[src/rtl/bmu_sched.sv]
// Branch-metric engine for the LRPT Viterbi decoder: one shared 8x8 squarer is
// stepped over four cycles per soft-symbol pair to produce four Euclidean metrics.
module bmu_sched #(
   parameter int unsigned STATE_MET_WIDTH = 20,
   parameter int unsigned BLOCK_LEN       = 64,
   parameter bit          NORMALIZE       = 1'b0
) (
   input  logic                       clk,
   input  logic                       sys_rst,
   input  logic [7:0]                 sym_i,
   input  logic [7:0]                 sym_q,
   input  logic                       sym_valid,
   output logic                       sym_ready,
   output logic [STATE_MET_WIDTH-1:0] met_00,
   output logic [STATE_MET_WIDTH-1:0] met_01,
   output logic [STATE_MET_WIDTH-1:0] met_10,
   output logic [STATE_MET_WIDTH-1:0] met_11,
   output logic                       met_valid,
   input  logic                       met_ready,
   output logic                       blk_end
);

   localparam int unsigned CntW = (BLOCK_LEN > 2) ? $clog2(BLOCK_LEN) : 1;
   localparam logic [CntW-1:0] CntLast = CntW'(BLOCK_LEN - 1);

   if (STATE_MET_WIDTH < 17) begin : g_met_width_check
      $error("bmu_sched: STATE_MET_WIDTH must be >= 17");
   end
   if (BLOCK_LEN < 2) begin : g_block_len_check
      $error("bmu_sched: BLOCK_LEN must be >= 2");
   end

   typedef enum logic [1:0] {StIdle, StSq, StSum, StOut} state_t;

   state_t          state;
   logic [1:0]      idx;
   logic [7:0]      lat_i;
   logic [7:0]      lat_q;
   logic [15:0]     sq0, sq1, sq2, sq3;
   logic [CntW-1:0] cnt;

   logic [7:0]  sq_op;
   logic [15:0] sq_res;
   logic [16:0] sum00, sum01, sum10, sum11;
   logic [16:0] min_lo, min_hi, min_all;
   logic [16:0] norm00, norm01, norm10, norm11;
   logic        accept;

   // The ready path must never be asserted while the engine is being reset.
   assign sym_ready = ((state == StIdle) | ((state == StOut) & met_ready)) & ~sys_rst;
   assign accept    = sym_valid & sym_ready;

   // idx[1] selects I/Q, idx[0] selects the complementary distance (255-x == ~x).
   always_comb begin
      sq_op  = idx[1] ? lat_q : lat_i;
      if (idx[0]) begin
         sq_op = ~sq_op;
      end
      sq_res = 16'(sq_op) * 16'(sq_op);
   end

   always_comb begin
      sum00   = {1'b0, sq0} + {1'b0, sq2};
      sum01   = {1'b0, sq0} + {1'b0, sq3};
      sum10   = {1'b0, sq1} + {1'b0, sq2};
      sum11   = {1'b0, sq1} + {1'b0, sq3};
      min_lo  = (sum00 < sum01) ? sum00 : sum01;
      min_hi  = (sum10 < sum11) ? sum10 : sum11;
      min_all = (min_lo < min_hi) ? min_lo : min_hi;
      if (NORMALIZE) begin
         norm00 = sum00 - min_all;
         norm01 = sum01 - min_all;
         norm10 = sum10 - min_all;
         norm11 = sum11 - min_all;
      end else begin
         norm00 = sum00;
         norm01 = sum01;
         norm10 = sum10;
         norm11 = sum11;
      end
   end

   always_ff @(posedge clk) begin
      if (sys_rst) begin
         state     <= StIdle;
         idx       <= 2'd0;
         lat_i     <= 8'd0;
         lat_q     <= 8'd0;
         sq0       <= 16'd0;
         sq1       <= 16'd0;
         sq2       <= 16'd0;
         sq3       <= 16'd0;
         cnt       <= '0;
         met_00    <= '0;
         met_01    <= '0;
         met_10    <= '0;
         met_11    <= '0;
         met_valid <= 1'b0;
         blk_end   <= 1'b0;
      end else begin
         unique case (state)
            StIdle: begin
               if (accept) begin
                  lat_i <= sym_i;
                  lat_q <= sym_q;
                  idx   <= 2'd0;
                  state <= StSq;
               end
            end
            StSq: begin
               unique case (idx)
                  2'd0: sq0 <= sq_res;
                  2'd1: sq1 <= sq_res;
                  2'd2: sq2 <= sq_res;
                  2'd3: sq3 <= sq_res;
               endcase
               idx <= idx + 2'd1;
               if (idx == 2'd3) begin
                  state <= StSum;
               end
            end
            StSum: begin
               met_00    <= STATE_MET_WIDTH'(norm00);
               met_01    <= STATE_MET_WIDTH'(norm01);
               met_10    <= STATE_MET_WIDTH'(norm10);
               met_11    <= STATE_MET_WIDTH'(norm11);
               met_valid <= 1'b1;
               blk_end   <= (cnt == CntLast);
               state     <= StOut;
            end
            StOut: begin
               if (met_ready) begin
                  met_valid <= 1'b0;
                  blk_end   <= 1'b0;
                  cnt       <= (cnt == CntLast) ? '0 : cnt + 1'b1;
                  if (sym_valid) begin
                     lat_i <= sym_i;
                     lat_q <= sym_q;
                     idx   <= 2'd0;
                     state <= StSq;
                  end else begin
                     state <= StIdle;
                  end
               end
            end
            default: state <= StIdle;
         endcase
      end
   end

endmodule

[config.mk]
export PLATFORM = sky130hd
export DESIGN_NAME = bmu_sched
export DESIGN_NICKNAME = d
export VERILOG_FILES = /design/src/rtl/bmu_sched.sv
export SDC_FILE = /design/constraint.sdc
export NUM_CORES = 1
export LEC_CHECK = 0
export CAP_MARGIN = 20
export CELL_PAD_IN_SITES_DETAIL_PLACEMENT = 1
export CELL_PAD_IN_SITES_GLOBAL_PLACEMENT = 1
export CORE_UTILIZATION = 41
export CTS_BUF_LIST = sky130_fd_sc_hd__clkbuf_2 sky130_fd_sc_hd__clkbuf_4 sky130_fd_sc_hd__clkbuf_8
export DETAILED_ROUTE_END_ITERATION = 10
export PLACE_DENSITY_LB_ADDON = 0.1
export SLEW_MARGIN = 30
export SYNTH_ARGS = -nofsm -noshare
export SYNTH_HDL_FRONTEND = slang
export SYNTH_SLANG_ARGS = --single-unit
export TNS_END_PERCENT = 10
[constraint.sdc]
create_clock -name clk -period 5.9 [get_ports clk]
set_clock_uncertainty 0.05 [all_clocks]
set_input_delay 0.59 -clock clk [delete_from_list [all_inputs] [get_ports clk]]
set_output_delay 0.59 -clock clk [all_outputs]
set_load 0.01 [all_outputs]
==> metrics list, run 1 <==
- Outcome: finished, final reports clean
* Area of the core region: 23500 µm²
- RR Startpoint: idx[1]
* Final HPWL from detailed placement: 20300 µm
- Cell types with the largest area share after synthesis: sky130_fd_sc_hd__dfxtp_1 32%, sky130_fd_sc_hd__ha_1 13%, sky130_fd_sc_hd__nor2_1 5.4%
- Reported leakage power: 4.85 nW
* Initial DRC count: 333
* Largest net degree at the start of global routing: 97
- Number of instances on the worst hold path: 2
* Routed Wire Length: 26500 µm
- Max Buffers Root-to-Sink: 2
* Post-layout worst setup margin: 270 ps
* Multi-input gate area in the final layout: 6290 µm²
- Walking the worst path, the cells encountered are buf_4, mux2i_1, xnor2_1, or2_2, fa_1, inv_1, fa_1, fa_1, inv_1, fa_1, inv_1, ha_1, a21o_1, a21oi_1, o211ai_1, a31oi_1, or3_1, a311oi_1.
* Highest-delay cell along the critical path: sky130_fd_sc_hd__dfxtp_1
- In this run the worst hold path is classified as flop to flop.
* Final cell area excluding filler cells: 11500 µm²
- Overall global routing resource usage: 22.1%
- Critical path's most frequent cell: sky130_fd_sc_hd__fa_1
* Setup repair after global routing missed its margin: false
* Hold path start: met_00[11]
* Count of flip-flops with a built-in enable after synthesis: 0
- In the final design database the tool counted 1366 nets.
- Cell area after placement: 11000 µm²
- Leaving out fill and tap cells, the most frequent cell in the layout is sky130_fd_sc_hd__dfxtp_1.
- Synth Area per Inst: 8.61 µm²
* Pre-CTS setup slack: 249 ps
* Slew of the pin with the lowest slew margin: 926 ps
- The congestion estimate from routability-driven global placement came to 0.854.
* Hold-fix buffers at CTS: 0
* Peak VDD IR: 0.159 mV
- The floorplan has 56 rows.
- The hold violation total from the final report was 0.
- Area grow syn2layout: 16.2%
- Along the worst path, the maximum fanout reaches 10.
- Origin of the worst setup path: idx[1]
- Number of input and output port buffers inserted: 90
- Together, buffers and inverters on the worst path number 4.
- The worst setup path is of the flop to flop kind.
- Clock H-tree levels: 4
* Initial antenna violation count: 0
- Final period demand of the worst path: 5630 ps
* Die height: 157 µm
- After detailed routing, the number of remaining DRC violations is 0.
- Proportion of layout cells with a drive suffix above 1: 4.79%
* Die Area: 24800 µm²
- Clk slew on worst S/H paths: 90 ps
* Total CTS buffers: 17
- Flip-flop and latch area: 3120 µm²
* Reg2Reg Setup Slack: 270 ps
- Count of mapped cells out of synthesis: 1149
- Max-cap violations in this run came to 0.
- Area share of the largest cell type after synthesis: 31.6%
- Number of placed I/O pins: 103
- Effective utilization at floorplan: 42.0%
* Buffer cell driving the clock tree root: sky130_fd_sc_hd__clkbuf_8
- Endpoint kind of the worst setup timing path: flop
- Data required time of the worst path: 6210 ps
* Portion of the clock cycle consumed by the worst path in the final layout: 95.4%
* CTS tree: yes
- Most area-hungry cell type in the Yosys netlist: sky130_fd_sc_hd__dfxtp_1
- The number of antenna diodes in the final layout is 0.
- Largest stage delay on the critical path: 600 ps
* Flip-flop cell with the highest count after synthesis: sky130_fd_sc_hd__dfxtp_1
* Arrival @ worst endpoint: 5940 ps
- Power density normalized to cell area: 346 nW/µm²
- The worst hold path terminates at met_00[11].
* Crit Reg-Reg Endpoint: sq1[14]
* X dimension of the die: 157 µm
* FFs w/ async S/R, synth: 0%
* Synth Warn #: 0
- Antenna Nets Post-Route: 0
- Kind of cell adding the most delay to the critical path: adder cells
* Number of global-route vias before repair: 8419
- Via count: 8197
* Sinks on the clock net: 156
- Worst Reg-to-Reg Cells: 18
* Pins over their slew limit: 0
- The first detailed-routing pass took 4 iterations.
- The library cells used most frequently in the layout, excluding fill and tap cells, are 156 x sky130_fd_sc_hd__dfxtp_1, 142 x sky130_fd_sc_hd__nor2_1, 105 x sky130_fd_sc_hd__nand2_1.
* Detail-routed via count per cell: 5.29
- Startpoint class of the critical path: flop
- After filler insertion, the fill cell instance count of the layout stands at 2801.
* Sequential-to-total area share from yosys stat: 31.6%
- Total gr overflow: 0
* Worst relative slew slack: 38.1%
- Timing would allow up to 0.178 GHz.
* Number of endpoints failing setup at the final stage: 0
- The first global-routing pass estimated 42700 µm of wire.
* Mapped cell area: 9900 µm²
- Latest clock arrival within the worst-skew pair: 460 ps
- TNS Setup: 0 ps
- Number of library cell types mapped by synthesis: 72
- Routed wirelength normalized by instance count: 17.1 µm
- Number of synthesized register bits: 156
-- cell usage after synthesis (5+ instances only) --
library cell,n
sky130_fd_sc_hd__nor3_1,17
sky130_fd_sc_hd__nor3b_1,5
sky130_fd_sc_hd__clkbuf_1,31
sky130_fd_sc_hd__o31ai_1,10
sky130_fd_sc_hd__buf_4,15
sky130_fd_sc_hd__a21oi_1,78
sky130_fd_sc_hd__inv_1,70
sky130_fd_sc_hd__nand2_1,105
sky130_fd_sc_hd__nand3b_1,12
sky130_fd_sc_hd__o21a_1,8
sky130_fd_sc_hd__fa_1,25
sky130_fd_sc_hd__nor2_1,143
sky130_fd_sc_hd__ha_1,103
sky130_fd_sc_hd__xnor2_1,35
sky130_fd_sc_hd__nor4_1,5
sky130_fd_sc_hd__and2_1,8
sky130_fd_sc_hd__and3_1,6
sky130_fd_sc_hd__nand2b_1,11
sky130_fd_sc_hd__a31oi_1,6
sky130_fd_sc_hd__or2_2,5
sky130_fd_sc_hd__buf_1,9
sky130_fd_sc_hd__a21o_1,18
sky130_fd_sc_hd__a211o_1,8
sky130_fd_sc_hd__nand4_1,7
sky130_fd_sc_hd__xor2_1,27
sky130_fd_sc_hd__dfxtp_1,156
sky130_fd_sc_hd__a211oi_1,21
sky130_fd_sc_hd__or3_1,6
sky130_fd_sc_hd__mux2i_1,53
sky130_fd_sc_hd__o211ai_1,8
sky130_fd_sc_hd__o21ai_0,49
sky130_fd_sc_hd__nand3_1,17
-- metrics by stage --
stage	instances	power (W)	utilization [%]	hold WS [ps]
5_1_grt	1550	0.00428	48.8	429
3_3_place_gp	1518	0.00304	46.8	383
2_1_floorplan	1160	0.00257	-	399
3_5_place_dp	1518	0.00309	46.9	391
6_report	1550	0.00398	48.8	404
4_1_cts	1550	0.00403	48.8	412
-- area by class of cell --
type | count | share of cell area (%)
clock inverter | 12 | 1.61
inverter | 72 | 2.35
tap | 319 | 3.47
timing repair buffer | 98 | 8.37
multi-input combinational | 873 | 54.7
sequential | 156 | 27.2
clock buffer | 20 | 2.34
-- cell families after synthesis --
logic type | Yosys count | share of synthesized area (%)
AO/OA/AOI/OAI | 256 | 17.0
XOR/XNOR | 63 | 5.65
adder cells (fa/ha/maj) | 128 | 18.1
buffers and inverters | 131 | 5.59
flip-flops | 156 | 31.6
multiplexers | 54 | 5.59
other | 1 | 0.0379
AND/OR/NAND/NOR | 360 | 16.5
-- worst min-delay path, delay by kind of cell, from the launching register on --
| family | cells | cell delay [ps] |
|---|---|---|
| compound gates | 1 | 50 |
| flops | 1 | 330 |
| simple gates | 1 | 40 |
-- registers in the layout (all words and copies together), names as in the netlist --
register,count
blk_end,1
cnt,6
idx,2
lat_i,8
lat_q,8
met_00,17
met_01,17
met_10,17
met_11,17
met_valid,1
sq0,15
sq1,15
sq2,15
sq3,15
state,2
-- metal layers --
metal | up-vias | GRT usage, % | wire [µm]
met2 | 107 | 38.2 | 12900
met1 | 3945 | 28.4 | 12700
li1 | 4119 | - | -
met4 | 0 | 6.66 | 396
met5 | - | 0 | 0
met3 | 26 | 2.95 | 546
-- report_power, final --
group	internal [W]	switching [W]
clock network	0.000493	0.000428
registers	0.00116	0.0000975
logic	0.000683	0.00112
total	0.00234	0.00165
-- timing repair --
item	in CTS	in global routing
gates resized for setup	0	1
setup buffers	0	0
setup endpoints to repair	0	12
-- worst max path at each step --
stage                    to  slack (ps)  cells after the start
finish              sq1[14]         270                     18
global route        sq1[14]           7                     18
CTS                 sq1[14]         160                     17
detailed placement  sq3[12]         250                     17
global placement    sq3[12]         430                     17
floorplan           sq0[14]         750                     19
Power figures use the tool's default switching activity.
==> run 2: changes to the inputs <==
GPL_TIMING_DRIVEN = 0   (was unset)
==> run 2 against run 1 <==
Sequential power about the same. Non-clock buffer count increased by 51. Combinational power increased by 7%. Clock-buffer cell count decreased by 1. Sequential cell count unchanged. Final cell count increased by 3.3%. Utilization increased by 1.2 points. Via count increased by 3.7%. Sequential share of layout area decreased by 0.65 points.
==> metrics list, run 2 (synthesis results as in run 1) <==
- Excluding fillers, the count of instances in the completed layout stands at 1601.
- Leaving out fill and tap cells, the most frequent cells in the layout are 155 x sky130_fd_sc_hd__dfxtp_1, 142 x sky130_fd_sc_hd__nor2_1, 105 x sky130_fd_sc_hd__nand2_1.
- Global routing met2 resource utilization: 44.0%
* Total gr overflow: 0
* Count of antenna diodes in the layout: 0
* Number of endpoints failing setup at the final stage: 0
- Worst relative slew slack: 37.3%
- Latest clock arrival within the worst-skew pair: 470 ps
- Row generation in the floorplan step produced 56 rows.
- Detail-routed via count per cell: 5.31
- CTS placed an instance of sky130_fd_sc_hd__clkbuf_8 at the clock tree root.
* Fmax: 0.180 GHz
- Tracing the worst setup path back leads to its startpoint at idx[1].
- Data required time of the worst path: 6180 ps
- Number of global-route vias before repair: 8656
* Antenna Nets Post-Route: 0
- Clock tree synthesis inserted a total of 17 buffers.
- Relative to the synthesized area, the layout overhead comes to 19.1%.
- CTS tree: yes
- Reported leakage power: 4.99 nW
- Global-route met3 utilization: 2.84%
- The worst setup path is captured at a flop.
* Routed wirelength normalized by instance count: 18.1 µm
- Largest net degree at the start of global routing: 17
- In the global route stage, met1 resource usage came out at 30.9%.
- Peak VDD IR: 0.175 mV
- Count of filler cells inserted in the layout: 2821
- At the pin with the least slew margin, the transition time is 938 ps.
* X dimension of the die: 157 µm
* Final period demand of the worst path: 5560 ps
* Max cap viols: 0
- The max-slew violation count is 0.
- Hold path start: met_00[14]
* Startpoint class of the critical path: flop
* Via count: 8500
- Effective utilization at floorplan: 42.0%
- The routed design has 29000 µm of wire.
* Clock H-tree levels: 4
* Leading cell type in the layout, fill and taps excluded: sky130_fd_sc_hd__dfxtp_1
* Initial antenna violation count: 0
* Most used routing layer in global routing: met2
- The path class of the tightest hold or removal check is flop to flop.
- The hold violation total from the final report came to 0.
* Setup repair after global routing missed its margin: false
- Peak fanout along the critical path: 10
- The region available for standard cell placement spans 23500 µm².
- Portion of the clock cycle consumed by the worst path in the final layout: 94.3%
- The die covers 24800 µm².
* Worst hold slack: 404 ps
- After detailed routing, the number of remaining DRC violations is 0.
* Outcome: finished, final reports clean
- RR Startpoint: idx[1]
- Power density normalized to cell area: 341 nW/µm²
* Hold-fix buffers at CTS: 0
* Initial DRC count: 353
- Die height: 157 µm
- At the end of routability-driven placement, the weighted congestion stood at 0.898.
* Max Buffers Root-to-Sink: 2
* Sinks on the clock net: 156
* Final HPWL from detailed placement: 23000 µm
- The first detailed-routing pass ran for 4 iterations.
- Number of placed I/O pins: 103
- Overall global routing resource usage: 24.5%
- Number of input and output port buffers inserted: 90
- Cell count after placement: 1569
- Clock-pin slew was measured on the worst setup and hold paths at 90 ps.
* Arrival @ worst endpoint: 5840 ps
- The first global-routing pass estimated 46400 µm of wire.
- Of the cells placed in the final design, the portion with a size suffix greater than 1 is 6.63%.
- The net count of the finished layout is 1417.
* Worst Setup Path Type: flop to flop
==> run 2: timing repair <==
action,CTS,global route
endpoints found under the hold margin,0,0
gates resized for setup,2,26
setup buffers,0,0
endpoints found under the setup margin,8,22
==> run 2: where the power goes <==
group          internal [W]  leakage [nW]  switching (W)
logic              0.000720          3.54        0.00120
clock network      0.000393         0.188       0.000441
registers           0.00116          1.26       0.000100
==> run 2: final cells by class <==
class	count	area [µm²]	area share, %
plain buffers	59	288	2.44
multi-input cells	873	6400	54.3
clock buffers	19	255	2.17
well taps	319	399	3.39
inverters	72	273	2.31
clock inverters	13	143	1.21
flip-flops and latches	156	3120	26.5
repair buffers	90	901	7.64
==> run 2: final timing paths <==
| check | end | slack, ps | cells after the start |
|---|---|---|---|
| setup reg to reg | sq3[12] | 340 | 19 |
| hold / removal | met_00[14] | 400 | 2 |
| setup / recovery | sq3[12] | 340 | 19 |
| hold reg to reg | met_00[14] | 400 | 2 |
==> run 2: layer usage <==
metal | vias to the layer above | part of all wire (%) | wire length [µm]
met3 | 27 | 3.0 | 873
li1 | 4221 | - | -
met1 | 4135 | 45 | 13200
met4 | 0 | 1.4 | 404
met2 | 117 | 50 | 14500
met5 | - | 0 | 0
==> run 2: critical path: stages, from the launching register on <==
cell and delay (ps):
sky130_fd_sc_hd__dfxtp_1 420, sky130_fd_sc_hd__buf_6 220, sky130_fd_sc_hd__mux2i_2 270, sky130_fd_sc_hd__xnor2_2 190, sky130_fd_sc_hd__or2_2 360, sky130_fd_sc_hd__fa_1 530, sky130_fd_sc_hd__inv_1 70, sky130_fd_sc_hd__fa_1 510
sky130_fd_sc_hd__fa_1 550, sky130_fd_sc_hd__inv_1 60, sky130_fd_sc_hd__fa_1 530, sky130_fd_sc_hd__inv_1 40, sky130_fd_sc_hd__ha_1 270, sky130_fd_sc_hd__buf_2 160, sky130_fd_sc_hd__a21o_1 190, sky130_fd_sc_hd__a21o_1 180
sky130_fd_sc_hd__a21oi_1 130, sky130_fd_sc_hd__o21ai_0 100, sky130_fd_sc_hd__a211oi_2 450, sky130_fd_sc_hd__o31ai_1 140
==> run 2: stage by stage <==
stage	cell area [µm²]	power (W)	TNS (ps)	setup WS, ps	utilization [%]
6_report	11800	0.00402	0	337	50.1
2_1_floorplan	9940	0.00257	0	750	-
4_1_cts	11700	0.00399	0	2.64	49.5
3_5_place_dp	11200	0.00314	-449	-126	47.8
5_1_grt	11800	0.00434	0	9.19	50.1
3_3_place_gp	11200	0.00309	-409	-112	47.7
